### src/rtl/decode_stage.sv
// Decode stage: IF/ID pipeline register with stall/flush, 16-entry register file
// with write-through bypass, read-address selection and immediate extension.
module decode_stage #(
  parameter int WIDTH       = 8,
  parameter int INSTR_WIDTH = 32
) (
  input  logic                   clk,
  input  logic                   reset,
  input  logic [INSTR_WIDTH-1:0] InstrF,
  input  logic [WIDTH-1:0]       PCPlus4F,
  input  logic                   StallD,
  input  logic                   FlushD,
  input  logic [1:0]             RegSrcD,
  input  logic [1:0]             ImmSrcD,
  input  logic                   RegWriteW,
  input  logic [3:0]             WA3W,
  input  logic [WIDTH-1:0]       ResultW,
  output logic [INSTR_WIDTH-1:0] InstrD,
  output logic [WIDTH-1:0]       PCPlus4D,
  output logic                   ValidD,
  output logic [3:0]             RA1D,
  output logic [3:0]             RA2D,
  output logic [3:0]             WA3D,
  output logic [WIDTH-1:0]       RD1D,
  output logic [WIDTH-1:0]       RD2D,
  output logic [WIDTH-1:0]       ExtImmD
);

  logic [INSTR_WIDTH-1:0] instr_q, instr_d;
  logic [WIDTH-1:0]       pcPlus4_q, pcPlus4_d;
  logic                   valid_q, valid_d;
  logic [WIDTH-1:0]       rf_q [16];
  logic [WIDTH-1:0]       pcPlus8;

  // Flush outranks stall so a redirect can squash a stalled instruction.
  always_comb begin
    instr_d   = instr_q;
    pcPlus4_d = pcPlus4_q;
    valid_d   = valid_q;
    if (FlushD) begin
      instr_d   = '0;
      pcPlus4_d = '0;
      valid_d   = 1'b0;
    end else if (!StallD) begin
      instr_d   = InstrF;
      pcPlus4_d = PCPlus4F;
      valid_d   = 1'b1;
    end
  end

  always_ff @(posedge clk or posedge reset) begin
    if (reset) begin
      instr_q   <= '0;
      pcPlus4_q <= '0;
      valid_q   <= 1'b0;
    end else begin
      instr_q   <= instr_d;
      pcPlus4_q <= pcPlus4_d;
      valid_q   <= valid_d;
    end
  end

  // R15 is never written here; the PC is redirected in fetch instead.
  always_ff @(posedge clk or posedge reset) begin
    if (reset) begin
      for (int i = 0; i < 16; i++) rf_q[i] <= '0;
    end else if (RegWriteW && (WA3W != 4'd15)) begin
      rf_q[WA3W] <= ResultW;
    end
  end

  assign InstrD   = instr_q;
  assign PCPlus4D = pcPlus4_q;
  assign ValidD   = valid_q;

  assign RA1D    = RegSrcD[0] ? 4'd15 : instr_q[19:16];
  assign RA2D    = RegSrcD[1] ? instr_q[15:12] : instr_q[3:0];
  assign WA3D    = instr_q[15:12];
  assign pcPlus8 = pcPlus4_q + WIDTH'(4);

  always_comb begin
    RD1D = rf_q[RA1D];
    if (RA1D == 4'd15)
      RD1D = pcPlus8;
    else if (RegWriteW && (WA3W == RA1D))
      RD1D = ResultW;
  end

  always_comb begin
    RD2D = rf_q[RA2D];
    if (RA2D == 4'd15)
      RD2D = pcPlus8;
    else if (RegWriteW && (WA3W == RA2D))
      RD2D = ResultW;
  end

  // Branch offsets are word-aligned, hence the two appended zero bits.
  always_comb begin
    ExtImmD = '0;
    case (ImmSrcD)
      2'b00:   ExtImmD = WIDTH'({56'd0, instr_q[7:0]});
      2'b01:   ExtImmD = WIDTH'({52'd0, instr_q[11:0]});
      2'b10:   ExtImmD = WIDTH'({{38{instr_q[23]}}, instr_q[23:0], 2'b00});
      default: ExtImmD = '0;
    endcase
  end

endmodule

### config.mk
export PLATFORM = sky130hd
export DESIGN_NAME = decode_stage
export DESIGN_NICKNAME = d
export VERILOG_FILES = /design/src/rtl/decode_stage.sv
export SDC_FILE = /design/constraint.sdc
export NUM_CORES = 1
export LEC_CHECK = 0
export ABC_AREA = 1
export CELL_PAD_IN_SITES_DETAIL_PLACEMENT = 1
export CELL_PAD_IN_SITES_GLOBAL_PLACEMENT = 1
export CORE_UTILIZATION = 37
export CTS_BUF_LIST = sky130_fd_sc_hd__clkbuf_2
export DETAILED_ROUTE_END_ITERATION = 16
export PLACE_DENSITY = 0.82
export RECOVER_POWER = 100
export SYNTH_ARGS = -nofsm -noshare
export SYNTH_HDL_FRONTEND = slang
export SYNTH_SLANG_ARGS = --single-unit
### constraint.sdc
create_clock -name clk -period 5.3 [get_ports clk]
set_clock_uncertainty 0.1 [all_clocks]
set_input_delay 0.795 -clock clk [delete_from_list [all_inputs] [get_ports clk]]
set_output_delay 0.795 -clock clk [all_outputs]
set_load 0.03 [all_outputs]
==> metrics.cfg <==
[layout]
diodes=0
final_nets=1519
layout-drive-gt1-share_pct=5.65
nFillCells=3247
area_growth_syn_to_layout_pct=18.7
finalInstanceArea_sq_um=11400

[yosys]
synth_area_sq_um=9580
netlist_instances=1372
muxShareOfSynthArea_pct=0
yosys-top-cells-area=dfrtp_1 (44%), nand2_1 (16%), nand3_1 (12%)
yosys_warnings=0
synth_area_leader_cell=dfrtp_1
syn-num-nets=1434
synth_top_area_share_pct=44.2
synth_seq_cells=169
synth-compound-area-share_pct=14.0
synth_top_family_by_area=simple AND/OR/NAND/NOR gates
postSynthAreaPerCell_sq_um=6.98
synth_xor_area_share_pct=0.549
yosysUniqueCellTypes=26
synthAdderAreaFrac_pct=0.131
synth_simple_gate_area_share_pct=31.5
ys_seq_area_share_pct=44.2

[place]
gp_congestion=0.851
placed_area_sq_um=11200
dp_hpwl_um=24800
preCtsSetupSlack_ns=0.709
port_buffers=137

[clock_tree]
cts_buffer_depth=2
htree_num_levels=4
cts_made_buffers=17
cts_resized=0
numClockSinks=169
cts_tree=done
clk_latency_ns=0.80
postCtsHoldBufs=0
post-cts-setup-buffers=0
clkTransAtPathRegs_ns=0.30
cts_root_buf=clkbuf_2

[sta]
fin_hold_ws_ns=0.338
fmax_mhz=204
worst_pin_slew_ns=3.93
maxSlewHeadroom_pct=-162
tns_ns=0
hold_viol=0
period_share_pct=92.7
setup_viol=0
finalWorstSetupSlack_ns=0.387
rsz0062_at_grt=no
min_period_ns=4.91
maxSlewViolCount=226

[worst_setup_path]
crit_path_start_kind=register
rr_worst_depth=4
reg2reg_slack_ns=3.35
critPathRequiredTime_ns=4.41
cp.arrival_ns=4.02
timing.rr.end=InstrD[16]
cp-end-kind=output port
crit_type=reg2out
timing.rr.start=InstrD[16]
critPathMaxFanout=13

[global_route]
antenna_found_initial=0
grt_pass1_vias=10200
grt_use_total_pct=27.5
use_met3_pct=4.76
grt-ovfl-total=0
grt_start_max_net_pins=170
grt_busiest_layer=met2
met2_usage_pct=46.2
grt_pass1_wl_um=56400
grt_use_met1_pct=35.9

[die]
die_height_um=163
core_sq_um=25300
ioPinCount=138
die_area_sq_um=26500
num_rows=58
start_util_pct=37.9
die_w_um=163

[pwr]
seqPwrFrac_pct=46.3
irDropWorstVdd_mv=0.153
leakagePower_uw=0.00548
p_int_uw=2090
power_uw=3560
switching_share_pct=41.2
power.clock.fraction_pct=21.4
combPwrFrac_pct=32.2
power_density_nw_per_um2=313
switching_power_uw=1470

[route]
vias_per_cell=5.54
drt_iter0_drc=645
wl_um=35400
vias=9965
firstDrtPassIters=7
remaining_drc_errors=0
ant_nets=0
wire_per_inst_um=19.6

[min_path]
holdPathEnd=rf_q[6]
hp-start=rf_q[6]
hold_depth=0
hold_class=reg2reg

[status]
status=complete, but fails checks
violations=capacitance limit, slew limit

[flow_run]
drv_cap=2

-- cell type report --
class,count,area [sq um],share of cell area (%)
inverters,129,488,4.29
well taps,330,413,3.63
clock inverters,15,176,1.55
repair buffers,165,1550,13.6
flip-flops and latches,169,4230,37.2
multi-input cells,975,4430,39.0
clock buffers,17,85.1,0.748
-- flip-flops by register name, indices dropped and copies added (netlist names) --
name / flops
ValidD: 1
InstrD: 32
rf_q: 128
PCPlus4D: 8
-- worst max-delay path by stage --
stage               to  startpoint  cells past startpoint
6_report       RD1D[5]  InstrD[16]                      9
4_1_cts        RD2D[6]  RegSrcD[1]                     12
3_5_place_dp   RD2D[6]  RegSrcD[1]                     12
2_1_floorplan  RD1D[5]  RegSrcD[0]                      9
3_3_place_gp   RD2D[6]  RegSrcD[1]                     12
5_1_grt        RD2D[7]  RegSrcD[1]                     13
-- synth_stat cells, drive strengths merged --
| library cell | instances |
|---|---|
| nand3 | 232 |
| o211ai | 13 |
| a21oi | 45 |
| ha | 1 |
| nand4 | 1 |
| dfrtp | 169 |
| o21ai | 195 |
| buf | 33 |
| clkbuf | 66 |
| nor2 | 55 |
| nor3 | 5 |
| nand2 | 414 |
| o22ai | 6 |
| xor2 | 6 |
| inv | 129 |
| nor4 | 2 |
-- through the flow --
stage	std cells	util, %
after global routing	1800	45.0
final	1800	45.0
after CTS	1800	45.2
after floorplan	1372	-
after global placement	1768	44.2
after detailed placement	1768	44.2
-- critical path: stages, from the launching register on --
cell	delay [ns]
dfrtp_1	0.39
clkbuf_1	0.70
inv_1	0.14
nand2_1	0.19
nand2_1	0.19
nor3_2	0.57
clkbuf_1	0.32
a21oi_1	0.08
a21oi_1	0.42
buf_12	0.19
-- placed cells by master, fill, tap and decap left out, types with 2 or more instances in the layout --
cell type,Yosys,routed
nand2_1,409,409
nand3_1,232,232
o21ai_0,194,194
dfrtp_1,169,169
inv_1,124,123
dlygate4sd3_1,0,66
clkdlybuf4s50_1,0,58
nor2_1,51,50
a21oi_1,45,45
buf_4,8,28
clkbuf_2,0,17
o211ai_1,13,13
clkbuf_1,66,9
xor2_1,6,6
o22ai_1,6,6
nand2_2,5,5
inv_2,5,5
nor3_1,4,4
inv_8,0,4
inv_6,0,4
nor2_4,2,3
clkinv_4,0,3
buf_12,0,3
nor2_2,2,2
clkinvlp_4,0,2
clkinv_8,0,2
-- routing by layer --
layer | share of wire, % | vias up
met5 | 0 | -
li1 | - | 4616
met1 | 43 | 4965
met2 | 49 | 321
met3 | 5.7 | 63
met4 | 2.5 | 0
-- power groups by stage --
stage,clock network (uW),logic (uW),registers [uW]
floorplan,0,700,1670
global placement,0,1130,1660
detailed placement,0,1170,1670
CTS,776,1180,1650
global route,826,1280,1670
finish,762,1150,1650
-- cell families after synthesis --
kind of cell    Yosys count
fa+ha+maj                 1
flops                   169
buf+inv                 228
simple gates            709
xor+xnor                  6
compound gates          259
Power figures use the tool's default switching activity.
